<file path="config.mk">
export PLATFORM = sky130hd
export DESIGN_NAME = alu
export DESIGN_NICKNAME = d
export VERILOG_FILES = /design/src/rtl/alu.sv
export SDC_FILE = /design/constraint.sdc
export NUM_CORES = 1
export LEC_CHECK = 0
export CORE_ASPECT_RATIO = 0.6
export CORE_MARGIN = 10
export CORE_UTILIZATION = 57
export DETAILED_ROUTE_END_ITERATION = 10
export PLACE_DENSITY = 0.95
export SYNTH_ARGS = -nofsm -noshare
export SYNTH_HDL_FRONTEND = slang
export SYNTH_SLANG_ARGS = --single-unit
</file>
<file path="constraint.sdc">
create_clock -name clk -period 7.6 [get_ports clk]
set_clock_uncertainty 0.15 [all_clocks]
set_input_delay 2.28 -clock clk [delete_from_list [all_inputs] [get_ports clk]]
set_output_delay 2.28 -clock clk [all_outputs]
set_load 0.02 [all_outputs]
</file>
<file path="src/rtl/alu.sv">
// alu: eight-operation arithmetic/logic unit with a registered result and
// NZCV flags. One cycle of latency and a new operation accepted every cycle.
module alu #(
   parameter int WIDTH = 8
) (
   input  logic             clk,
   input  logic             rst,
   input  logic             in_valid,
   input  logic [WIDTH-1:0] A,
   input  logic [WIDTH-1:0] B,
   input  logic [2:0]       OP_Code,
   output logic [WIDTH-1:0] Result,
   output logic [3:0]       NZCV,
   output logic             out_valid
);

   localparam int MSB = WIDTH - 1;

   typedef enum logic [2:0] {
      OP_ADD = 3'b000,
      OP_SUB = 3'b001,
      OP_AND = 3'b010,
      OP_OR  = 3'b011,
      OP_XOR = 3'b100,
      OP_SHL = 3'b101,
      OP_SHR = 3'b110,
      OP_ASR = 3'b111
   } op_t;

   // N and Z come from the result itself, C and V from the operation.
   function automatic logic [3:0] pack_flags(input logic [WIDTH-1:0] r,
                                             input logic c,
                                             input logic v);
      pack_flags = {r[MSB], (r == '0), c, v};
   endfunction

   logic [WIDTH:0]   sum_p0;
   logic [WIDTH:0]   diff_p0;
   logic [WIDTH-1:0] res_p0;
   logic             c_p0;
   logic             v_p0;
   logic [WIDTH-1:0] result_p1;
   logic [3:0]       nzcv_p1;
   logic             vld_p1;

   // Stage 0: combinational datapath from operands into the output registers.
   // The subtraction borrow is the extra top bit of the WIDTH+1 difference,
   // which is set exactly when A < B unsigned.
   always_comb begin
      sum_p0  = {1'b0, A} + {1'b0, B};
      diff_p0 = {1'b0, A} - {1'b0, B};
      res_p0  = '0;
      c_p0    = 1'b0;
      v_p0    = 1'b0;
      case (op_t'(OP_Code))
         OP_ADD: begin
            res_p0 = sum_p0[MSB:0];
            c_p0   = sum_p0[WIDTH];
            v_p0   = (A[MSB] == B[MSB]) && (sum_p0[MSB] != A[MSB]);
         end
         OP_SUB: begin
            res_p0 = diff_p0[MSB:0];
            c_p0   = diff_p0[WIDTH];
            v_p0   = (A[MSB] != B[MSB]) && (diff_p0[MSB] != A[MSB]);
         end
         OP_AND: res_p0 = A & B;
         OP_OR:  res_p0 = A | B;
         OP_XOR: res_p0 = A ^ B;
         OP_SHL: begin
            res_p0 = {A[MSB-1:0], 1'b0};
            c_p0   = A[MSB];
            v_p0   = A[MSB] ^ A[MSB-1];
         end
         OP_SHR: begin
            res_p0 = {1'b0, A[MSB:1]};
            c_p0   = A[0];
         end
         OP_ASR: begin
            res_p0 = {A[MSB], A[MSB:1]};
            c_p0   = A[0];
         end
         default: res_p0 = '0;
      endcase
   end

   // Stage 1: capture result and flags together on a valid beat; hold otherwise.
   always_ff @(posedge clk) begin
      if (rst) begin
         result_p1 <= '0;
         nzcv_p1   <= 4'b0000;
         vld_p1    <= 1'b0;
      end else begin
         vld_p1 <= in_valid;
         if (in_valid) begin
            result_p1 <= res_p0;
            nzcv_p1   <= pack_flags(res_p0, c_p0, v_p0);
         end
      end
   end

   assign Result    = result_p1;
   assign NZCV      = nzcv_p1;
   assign out_valid = vld_p1;

endmodule

</file>
==> results of run 1 <==
==> power by group <==
| group | total (mW) | switching [mW] | leakage (nW) | internal [mW] |
|---|---|---|---|---|
| logic | 0.135 | 0.0767 | 0.814 | 0.0581 |
| registers | 0.0699 | 0.00247 | 0.0987 | 0.0674 |
| clock network | 0.0717 | 0.0258 | 0.0288 | 0.0459 |
| total | 0.276 | 0.105 | 0.942 | 0.171 |
==> cells in the mapped netlist, types with 2 or more instances <==
| master | number |
|---|---|
| dfxtp_1 | 12 |
| o211ai_1 | 7 |
| nand2_1 | 15 |
| nor2_1 | 24 |
| buf_4 | 5 |
| nor3b_1 | 3 |
| and3_1 | 2 |
| xnor2_1 | 5 |
| or2_2 | 2 |
| fa_1 | 2 |
| a211oi_1 | 8 |
| nor2b_1 | 6 |
| nor3_1 | 9 |
| a22oi_1 | 2 |
| a21oi_1 | 13 |
| o221ai_1 | 3 |
| nor4_1 | 2 |
| a211o_1 | 2 |
| nand2b_1 | 4 |
| a31oi_1 | 3 |
| o311ai_0 | 2 |
| ha_1 | 24 |
| mux2i_1 | 8 |
| o32ai_1 | 3 |
| a21o_1 | 6 |
| a311oi_1 | 3 |
| o31ai_1 | 2 |
| o21ai_0 | 7 |
| buf_2 | 6 |
| o21bai_1 | 2 |
| inv_1 | 26 |
| clkbuf_1 | 2 |
| nand3_1 | 2 |
| o2bb2ai_1 | 2 |
==> layout make-up <==
class / count / area share (%)
Timing Repair Buffer: 34 / 15.4
Sequential cell: 12 / 10.9
Clock buffer: 4 / 2.50
Multi-Input combinational cell: 192 / 64.2
Tap cell: 42 / 2.39
Inverter: 27 / 4.60
==> worst register-to-register path, cell delays in order, from the launching register on <==
cell	delay, ps
dfxtp_1	330
nor2_1	50
a311oi_1	270
==> worst paths after layout <==
kind	to	slack [ps]	cells past startpoint	start
setup / recovery	NZCV[2]	2350	8	OP_Code[1]
hold reg to reg	Result[6]	330	2	Result[6]
setup reg to reg	Result[2]	6700	2	Result[2]
hold / removal	Result[6]	330	2	Result[6]
==> state kept, by name, indices dropped and copies added (netlist names) <==
signal	flops
NZCV	3
Result	8
out_valid	1
==> through the flow <==
stage	cells	util (%)	hold slack, ps
after CTS	311	73.8	325
after global placement	307	72.0	299
final	311	73.8	326
after detailed placement	307	72.0	314
after global routing	311	73.8	345
after floorplan	247	-	381
==> kinds of logic after synthesis <==
kind of cell,Yosys count,synth area share [%]
AOI/OAI and AO/OA,78,30.9
xor gates and xnor gates,5,2.37
buffers and inverters,43,10.6
DFF,12,13.0
muxes,9,4.94
and+or+nand+nor,74,19.8
adders and majority gates,26,18.4
==> per-layer routing <==
layer / GRT usage, % / up-vias
met2: 26.5 / 114
met1: 24.2 / 932
met3: 4.20 / 4
met4: 1.89 / 0
met5: 0 / -
li1: - / 941
==> results.tsv, run 1 <==
stage	metric	value	unit
route	Initial DRT Pass Iterations	5	
cells_and_area	diode count	0	
yosys	EDFF count, synth	0	
placement	Post-DP Area	0.00215	mm2
timing	Tightest Pin Transition	1100	ps
timing	Final Hold Vio Count	0	
job	MaxCap Viol Count	0	
worst_setup_path	CP top delay family	buffers and inverters	
yosys	syn nets	295	
worst_setup_path	maximum cell stage delay along the critical path	1200	ps
cells_and_area	multi-input logic area	0.00141	mm2
yosys	top_reg_cell synth	dfxtp_1	
route	routed length on met2	2.33	mm
route	wire per inst	17.4	um
worst_setup_path	Required @ worst endpoint	7580	ps
route	drt drc	0	
yosys	leading area contributor after synthesis	ha_1	
yosys	synth warn	0	
timing	final slew viol count	0	
route	DR vias	1991	
route	DRT iter0 DRCs	233	
clock_network	Post-CTS Resized	0	
cells_and_area	final instance area	0.00220	mm2
route	routed wire length	5.41	mm
cells_and_area	sequential cell area	240	um2
floorplanning	total die area	0.00600	mm2
clock_network	Num Clock Sinks	12	
yosys	sequential share of the synthesized area	13.0	%
route	ANT nets after route	0	
worst_setup_path	Worst EP arrival	5230	ps
timing	Finish-stage setup viols	0	
floorplanning	Die W	93.6	um
timing	period utilisation layout	69.0	%
global_route	Total GRT Usage	17.2	%
global_route	first-pass GRT wire length	8.83	mm
floorplanning	Die Span Y	64.1	um
cells_and_area	commonest non-fill, non-tap cells in the layout	clkdlybuf4s50_1, inv_1, nor2_1, ha_1, nand2_1	
floorplanning	initial core utilization	62.0	%
timing	unrepaired setup endpoints after global routing	false	
floorplanning	I/O Pins	35	
timing	Final Critical Period	5250	ps
yosys	Seq cells post-synth	12	
yosys	Yosys top cell area share	16.2	%
route	Via density	6.40	
cells_and_area	most common cell after layout, fill and taps aside	clkdlybuf4s50_1	
yosys	post-synthesis cell type count	57	
clock_network	Reg clk slew, reported paths	60	ps
worst_setup_path	critical path, cell by cell	clkdlybuf4s50_1, inv_1, a211oi_1, o2bb2ai_1, a221oi_1, nor4_1, o21ai_1, o31ai_1	
route	met1 WL	2.46	mm
route	DR top layer	met4	
hold_path	min-delay worst type	reg2reg	
power_and_ir_drop	total power	276	uW
route	WL met3	595	um
cells_and_area	layout cells sized above 1	4.09	%
global_route	number of antenna violations at the first check in global routing	0	
run_status	status	finished, final reports clean	
timing	Fin Setup TNS	0	ps
cells_and_area	fin nets	318	
clock_network	Root Buffer	clkbuf_8	
global_route	GR Overflow Total	0	
worst_setup_path	crit end category	flip-flop	
clock_network	clk_lat worst skew	240	ps
floorplanning	Core ar.	0.00298	mm2
yosys	Gate Count Post-Synth	247	
worst_setup_path	critical path's slowest cell	clkdlybuf4s50_1	
worst_setup_path	Crit Path Category	in2reg	
power_and_ir_drop	Power Density	125	mW/mm2
cells_and_area	fillcell total	242	
worst_setup_path	Startpoint Class	input pin	
floorplanning	FP Rows	15	
yosys	Post-synth ARST share	0	%
yosys	Post-Syn Area	0.00185	mm2
worst_setup_path	CP bufs+invs	2	
global_route	largest net degree at the start of global routing	33	
placement	pre-CTS setup slack	2160	ps
timing	normalized max-slew margin	26.2	%
clock_network	CTS tree	yes	
clock_network	total CTS buffers	3	
power_and_ir_drop	Leak	0.942	nW
yosys	Synth area leaders	ha_1, dfxtp_1, inv_1	
clock_network	CTS Buffer Depth	2	
clock_network	hold_buf cts	0	
timing	setup ws final	2350	ps
cells_and_area	synthesis-to-finish area growth	19.1	%
global_route	number of global-route vias before repair	1808	
yosys	Mapped Avg Cell Area	7.49	um2
placement	input/output buffers	34	
power_and_ir_drop	worst vdd ir	0.0840	mV
clock_network	setup bufs post-CTS	0	
timing	f_max	191	MHz
placement	routability congestion estimate	0.949	
worst_setup_path	crit path max fanout	32	
placement	post-DP HPWL	4.30	mm
clock_network	H-Tree Level Count	1	
Note: power is estimated with default switching activity, not from simulation.
==> run 2, diff against run 1 <==
--- a/config.mk
+++ b/config.mk
@@ -7,9 +7,9 @@
 export LEC_CHECK = 0
 export CORE_ASPECT_RATIO = 0.6
 export CORE_MARGIN = 10
-export CORE_UTILIZATION = 57
+export CORE_UTILIZATION = 48
 export DETAILED_ROUTE_END_ITERATION = 10
-export PLACE_DENSITY = 0.95
+export PLACE_DENSITY = 0.89
 export SYNTH_ARGS = -nofsm -noshare
 export SYNTH_HDL_FRONTEND = slang
 export SYNTH_SLANG_ARGS = --single-unit
==> constraint.sdc (replaced) <==
create_clock -name clk -period 4.3 [get_ports clk]
set_clock_uncertainty 0.15 [all_clocks]
set_input_delay 1.29 -clock clk [delete_from_list [all_inputs] [get_ports clk]]
set_output_delay 1.29 -clock clk [all_outputs]
set_load 0.02 [all_outputs]
==> run 2 against run 1 <==
Effect of this change: register-to-register slack lost 3300 ps; global-route usage shrank 0.76 points; final cell count grew 4.5%; utilization shrank 12 points; hold slack lost 17 ps; design area grew 3.4%; critical path type unchanged; highest routed layer unchanged; count of clock-buffer cells in the layout is the same.
==> results.tsv, run 2 (synthesis gave the netlist of run 1 again) <==
stage	metric	value	unit
timing	normalized max-slew margin	61.6	%
cells_and_area	commonest non-fill, non-tap cells in the layout	clkdlybuf4s50_1, inv_1, nor2_1, ha_1, nand2_1	
worst_setup_path	RR Endpoint	Result[5]	
worst_setup_path	Startpoint Class	input pin	
timing	Fin Setup TNS	0	ps
worst_setup_path	crit path max fanout	4	
placement	routability congestion estimate	0.979	
floorplanning	Core ar.	0.00370	mm2
clock_network	CTS Buffer Depth	2	
floorplanning	Die Span Y	68.1	um
clock_network	clk_lat worst skew	240	ps
power_and_ir_drop	Power Internal	307	uW
cells_and_area	diode count	0	
timing	f_max	256	MHz
worst_setup_path	worst setup path end	NZCV[2]	
job	MaxCap Viol Count	0	
timing	Finish-stage setup viols	0	
cells_and_area	Final Util	61.5	%
floorplanning	FP Rows	17	
worst_setup_path	crit end category	flip-flop	
global_route	largest net degree at the start of global routing	21	
clock_network	hold_buf cts	0	
route	wire per inst	16.8	um
power_and_ir_drop	worst vdd ir	0.260	mV
route	DR vias	1973	
cells_and_area	layout cells sized above 1	7.19	%
clock_network	CTS tree	yes	
timing	Final Hold Vio Count	0	
floorplanning	initial core utilization	50.0	%
route	ANT nets after route	0	
global_route	GR Overflow Total	0	
floorplanning	Die W	100	um
timing	Tightest Pin Transition	577	ps
timing	final slew viol count	0	
power_and_ir_drop	Seq pwr share	25.0	%
worst_setup_path	r2r worst-path depth	2	
route	Via density	6.07	
route	drt drc	0	
global_route	number of antenna violations at the first check in global routing	0	
cells_and_area	max FFs per register	8	
cells_and_area	fin nets	327	
clock_network	Root Buffer	clkbuf_8	
worst_setup_path	RR Startpoint	Result[5]	
global_route	Total GRT Usage	16.5	%
global_route	first-pass GRT wire length	9.40	mm
route	Initial DRT Pass Iterations	5	
floorplanning	total die area	0.00682	mm2
worst_setup_path	Crit Path Category	in2reg	
floorplanning	I/O Pins	35	
cells_and_area	most common cell after layout, fill and taps aside	clkdlybuf4s50_1	
route	DRT iter0 DRCs	275	
power_and_ir_drop	clock power share	25.5	%
power_and_ir_drop	Gate power share	49.5	%
route	routed wire length	5.47	mm
power_and_ir_drop	Power Density	217	mW/mm2
clock_network	Post-CTS Resized	0	
placement	input/output buffers	34	
clock_network	Num Clock Sinks	12	
worst_setup_path	Required @ worst endpoint	4310	ps
power_and_ir_drop	Switching Share	37.7	%
worst_setup_path	Worst Setup SP	A[0]	
power_and_ir_drop	Leak	0.985	nW
timing	Final Critical Period	3910	ps
clock_network	Reg clk slew, reported paths	60	ps
timing	unrepaired setup endpoints after global routing	false	
cells_and_area	synthesis-to-finish area growth	23.1	%
placement	post-DP HPWL	4.40	mm
clock_network	H-Tree Level Count	1	
clock_network	setup bufs post-CTS	0	
power_and_ir_drop	Psw	186	uW
worst_setup_path	Worst EP arrival	3920	ps
worst_setup_path	flop-to-flop setup slack	3400	ps
run_status	status	finished, final reports clean	
clock_network	total CTS buffers	3	
hold_path	min-delay worst type	reg2reg	
global_route	number of global-route vias before repair	1909	
timing	period utilisation layout	91.0	%
hold_path	hold_sp	NZCV[0]	
==> run 2: worst min path at each step <==
stage                           end  slack [ps]  cells past startpoint
after floorplan             NZCV[0]         380                      2
after global placement      NZCV[2]         300                      2
after detailed placement    NZCV[0]         300                      2
after CTS                   NZCV[0]         310                      2
after global routing      Result[6]         340                      2
final                       NZCV[0]         310                      2
==> run 2: critical path: stages <==
cell,delay [ps]
clkdlybuf4s50_1,490
inv_1,90
ha_1,250
fa_1,440
nor2_1,120
o221ai_1,190
a211oi_1,300
a221oi_1,130
nor4_1,280
o21ai_1,120
o31ai_1,230
==> run 2: metal layers <==
layer / up-vias / routed length, um / global-route usage [%]
li1: 956 / - / -
met2: 128 / 2120 / 23.4
met4: 0 / 12 / 1.93
met3: 4 / 719 / 6.03
met5: - / 0 / 0
met1: 885 / 2620 / 23.5
==> run 2: through the flow <==
step | setup slack, ps | hold WS, ps | power (mW) | area (um2) | std cells
2_1_floorplan | 1020 | 381 | 0.284 | 1850 | 247
5_1_grt | 193 | 339 | 0.527 | 2280 | 325
3_5_place_dp | 202 | 299 | 0.363 | 2220 | 321
6_report | 389 | 309 | 0.493 | 2280 | 325
4_1_cts | 430 | 311 | 0.490 | 2280 | 325
3_3_place_gp | 179 | 298 | 0.360 | 2220 | 321
==> run 2: power groups by stage <==
stage	Combinational (mW)	Sequential [mW]	Clock [mW]
5_1_grt	0.269	0.124	0.134
4_1_cts	0.239	0.124	0.127
3_5_place_dp	0.238	0.126	0
2_1_floorplan	0.149	0.135	0
6_report	0.244	0.123	0.126
3_3_place_gp	0.235	0.126	0
==> run 2: cell type report <==
type | count | area, um2
clock buffer | 4 | 55.1
fill | 366 | 1420
inverter | 27 | 101
multi-input combinational | 192 | 1410
sequential | 12 | 240
tap | 47 | 58.8
timing repair buffer | 43 | 408
==> run 3, diff against run 2 <==
--- a/config.mk
+++ b/config.mk
@@ -7,9 +7,10 @@
 export LEC_CHECK = 0
 export CORE_ASPECT_RATIO = 0.6
 export CORE_MARGIN = 10
-export CORE_UTILIZATION = 48
+export CORE_UTILIZATION = 50
 export DETAILED_ROUTE_END_ITERATION = 10
-export PLACE_DENSITY = 0.89
+export DONT_BUFFER_PORTS = 1
+export PLACE_DENSITY = 0.8
 export SYNTH_ARGS = -nofsm -noshare
 export SYNTH_HDL_FRONTEND = slang
 export SYNTH_SLANG_ARGS = --single-unit
==> run 3 against run 2 <==
Effect of this change: fmax up 19%; count of clock-buffer cells in the layout unchanged; sequential share of layout area increased by 2.3 points; total power fell by 13%; design area is 18% lower; final cell count fell by 13%; clock power barely moved; wire length down 3.9%; global-route usage is 0.76 points lower; flip-flop and latch count unchanged; sequential power rose by 9.8%; largest power group unchanged; highest routed layer is now met3.
==> results.tsv, run 3 (synthesis gave the netlist of run 1 again) <==
stage	metric	value	unit
run_status	status	finished, final reports clean	
clock_network	clk_lat worst skew	240	ps
floorplanning	I/O Pins	35	
power_and_ir_drop	clock power share	28.9	%
floorplanning	Core ar.	0.00362	mm2
global_route	largest net degree at the start of global routing	33	
clock_network	Post-CTS Resized	0	
cells_and_area	synthesis-to-finish area growth	1.01	%
cells_and_area	diode count	0	
clock_network	Root Buffer	clkbuf_8	
floorplanning	FP Rows	17	
clock_network	CTS Buffer Depth	2	
timing	period utilisation layout	76.7	%
worst_setup_path	worst setup path end	Result[5]	
power_and_ir_drop	Power Internal	273	uW
timing	unrepaired setup endpoints after global routing	false	
worst_setup_path	r2r worst-path depth	2	
floorplanning	Die W	98.5	um
timing	Finish-stage setup viols	0	
timing	Tightest Pin Transition	539	ps
worst_setup_path	Worst EP arrival	3340	ps
global_route	GR Overflow Total	0	
placement	input/output buffers	0	
cells_and_area	most common cell after layout, fill and taps aside	inv_1	
worst_setup_path	Startpoint Class	input pin	
power_and_ir_drop	Leak	0.814	nW
floorplanning	initial core utilization	51.2	%
route	routed wire length	5.26	mm
worst_setup_path	Required @ worst endpoint	4340	ps
floorplanning	total die area	0.00661	mm2
global_route	first-pass GRT wire length	8.76	mm
floorplanning	Die Span Y	67.1	um
cells_and_area	Final Instance Count excl. Fillers	282	
timing	Final Critical Period	3300	ps
route	drt drc	0	
worst_setup_path	Worst Setup SP	B[4]	
clock_network	setup bufs post-CTS	0	
route	ANT nets after route	0	
clock_network	H-Tree Level Count	1	
placement	routability congestion estimate	0.951	
clock_network	total CTS buffers	3	
job	MaxCap Viol Count	0	
worst_setup_path	crit path max fanout	7	
worst_setup_path	maximum cell stage delay along the critical path	410	ps
timing	WHS	413	ps
global_route	Total GRT Usage	15.7	%
power_and_ir_drop	worst vdd ir	0.233	mV
cells_and_area	fin nets	284	
power_and_ir_drop	Switching Share	36.5	%
timing	f_max	303	MHz
cells_and_area	layout cells sized above 1	4.68	%
power_and_ir_drop	Power Density	230	mW/mm2
worst_setup_path	flop-to-flop setup slack	3290	ps
power_and_ir_drop	Psw	157	uW
timing	Final Hold Vio Count	0	
worst_setup_path	Crit Path Category	in2reg	
timing	normalized max-slew margin	63.9	%
clock_network	CTS tree	yes	
route	wire per inst	18.7	um
worst_setup_path	RR Endpoint	Result[7]	
clock_network	Num Clock Sinks	12	
route	Initial DRT Pass Iterations	4	
cells_and_area	fillcell total	360	
global_route	number of global-route vias before repair	1685	
timing	Fin Setup TNS	0	ps
worst_setup_path	crit end category	flip-flop	
route	DR vias	1799	
power_and_ir_drop	Seq pwr share	31.5	%
hold_path	min-delay worst type	reg2reg	
worst_setup_path	critical path's slowest cell	ha_1	
clock_network	Reg clk slew, reported paths	50	ps
worst_setup_path	RR Startpoint	Result[7]	
worst_setup_path	critical path, cell by cell	inv_1, ha_1, inv_1, a211oi_1, a21oi_1, a21oi_1, mux2_2, nor3_1, o21ba_2	
placement	post-DP HPWL	4.16	mm
route	DRT iter0 DRCs	228	
power_and_ir_drop	Gate power share	39.6	%
clock_network	hold_buf cts	0	
timing	final slew viol count	0	
placement	Cell Count Post-Placement	278	
route	Via density	6.38	
cells_and_area	commonest non-fill, non-tap cells in the layout	inv_1, nor2_1, ha_1, nand2_1, a21oi_1	
global_route	number of antenna violations at the first check in global routing	0	
cells_and_area	max FFs per register	8	
## run 3: changes by cell type in the layout (fill, tap and decap cells not counted), sizes merged
cell / change
clkdlybuf4s50: -34
buf: -9
## run 3: worst min path at each step
stage	startpoint	to	slack [ps]	cells past startpoint
2_1_floorplan	NZCV[0]	NZCV[0]	380	2
3_3_place_gp	NZCV[0]	NZCV[0]	410	2
3_5_place_dp	NZCV[0]	NZCV[0]	410	2
4_1_cts	NZCV[0]	NZCV[0]	420	2
5_1_grt	NZCV[0]	NZCV[0]	430	2
6_report	NZCV[0]	NZCV[0]	410	2
## run 3: final cells by class
| cell class | count | area (um2) | area share, % |
|---|---|---|---|
| sequential | 12 | 240 | 12.9 |
| tap | 47 | 58.8 | 3.15 |
| multi-input combinational | 192 | 1410 | 75.6 |
| clock buffer | 4 | 55.1 | 2.95 |
| inverter | 27 | 101 | 5.42 |
## run 3: critical path: cells and delay by family
kind	cells	cell delay, ps
AO/OA/AOI/OAI	4	850
adder cells (fa/ha/maj)	1	410
multiplexers	1	380
AND/OR/NAND/NOR	1	240
buffers and inverters	2	160
## run 3: stage by stage
step	worst slack (ps)	util, %	power, mW	area (um2)
floorplan	1020	-	0.284	1850
global placement	852	50.2	0.299	1810
detailed placement	788	50.2	0.302	1810
CTS	1040	51.7	0.425	1870
global route	847	51.7	0.458	1870
finish	1000	51.7	0.430	1870
## run 3: layer usage
metal	wire length (um)	track usage (%)
met5	0	0
met4	0	1.78
met3	576	4.13
met2	2100	23.0
met1	2590	22.8
## run 3: power groups by stage
stage / Clock [mW] / Sequential (mW) / Combinational (mW)
2_1_floorplan: 0 / 0.135 / 0.149
3_3_place_gp: 0 / 0.138 / 0.161
3_5_place_dp: 0 / 0.138 / 0.164
4_1_cts: 0.124 / 0.136 / 0.165
5_1_grt: 0.132 / 0.137 / 0.189
6_report: 0.124 / 0.135 / 0.170
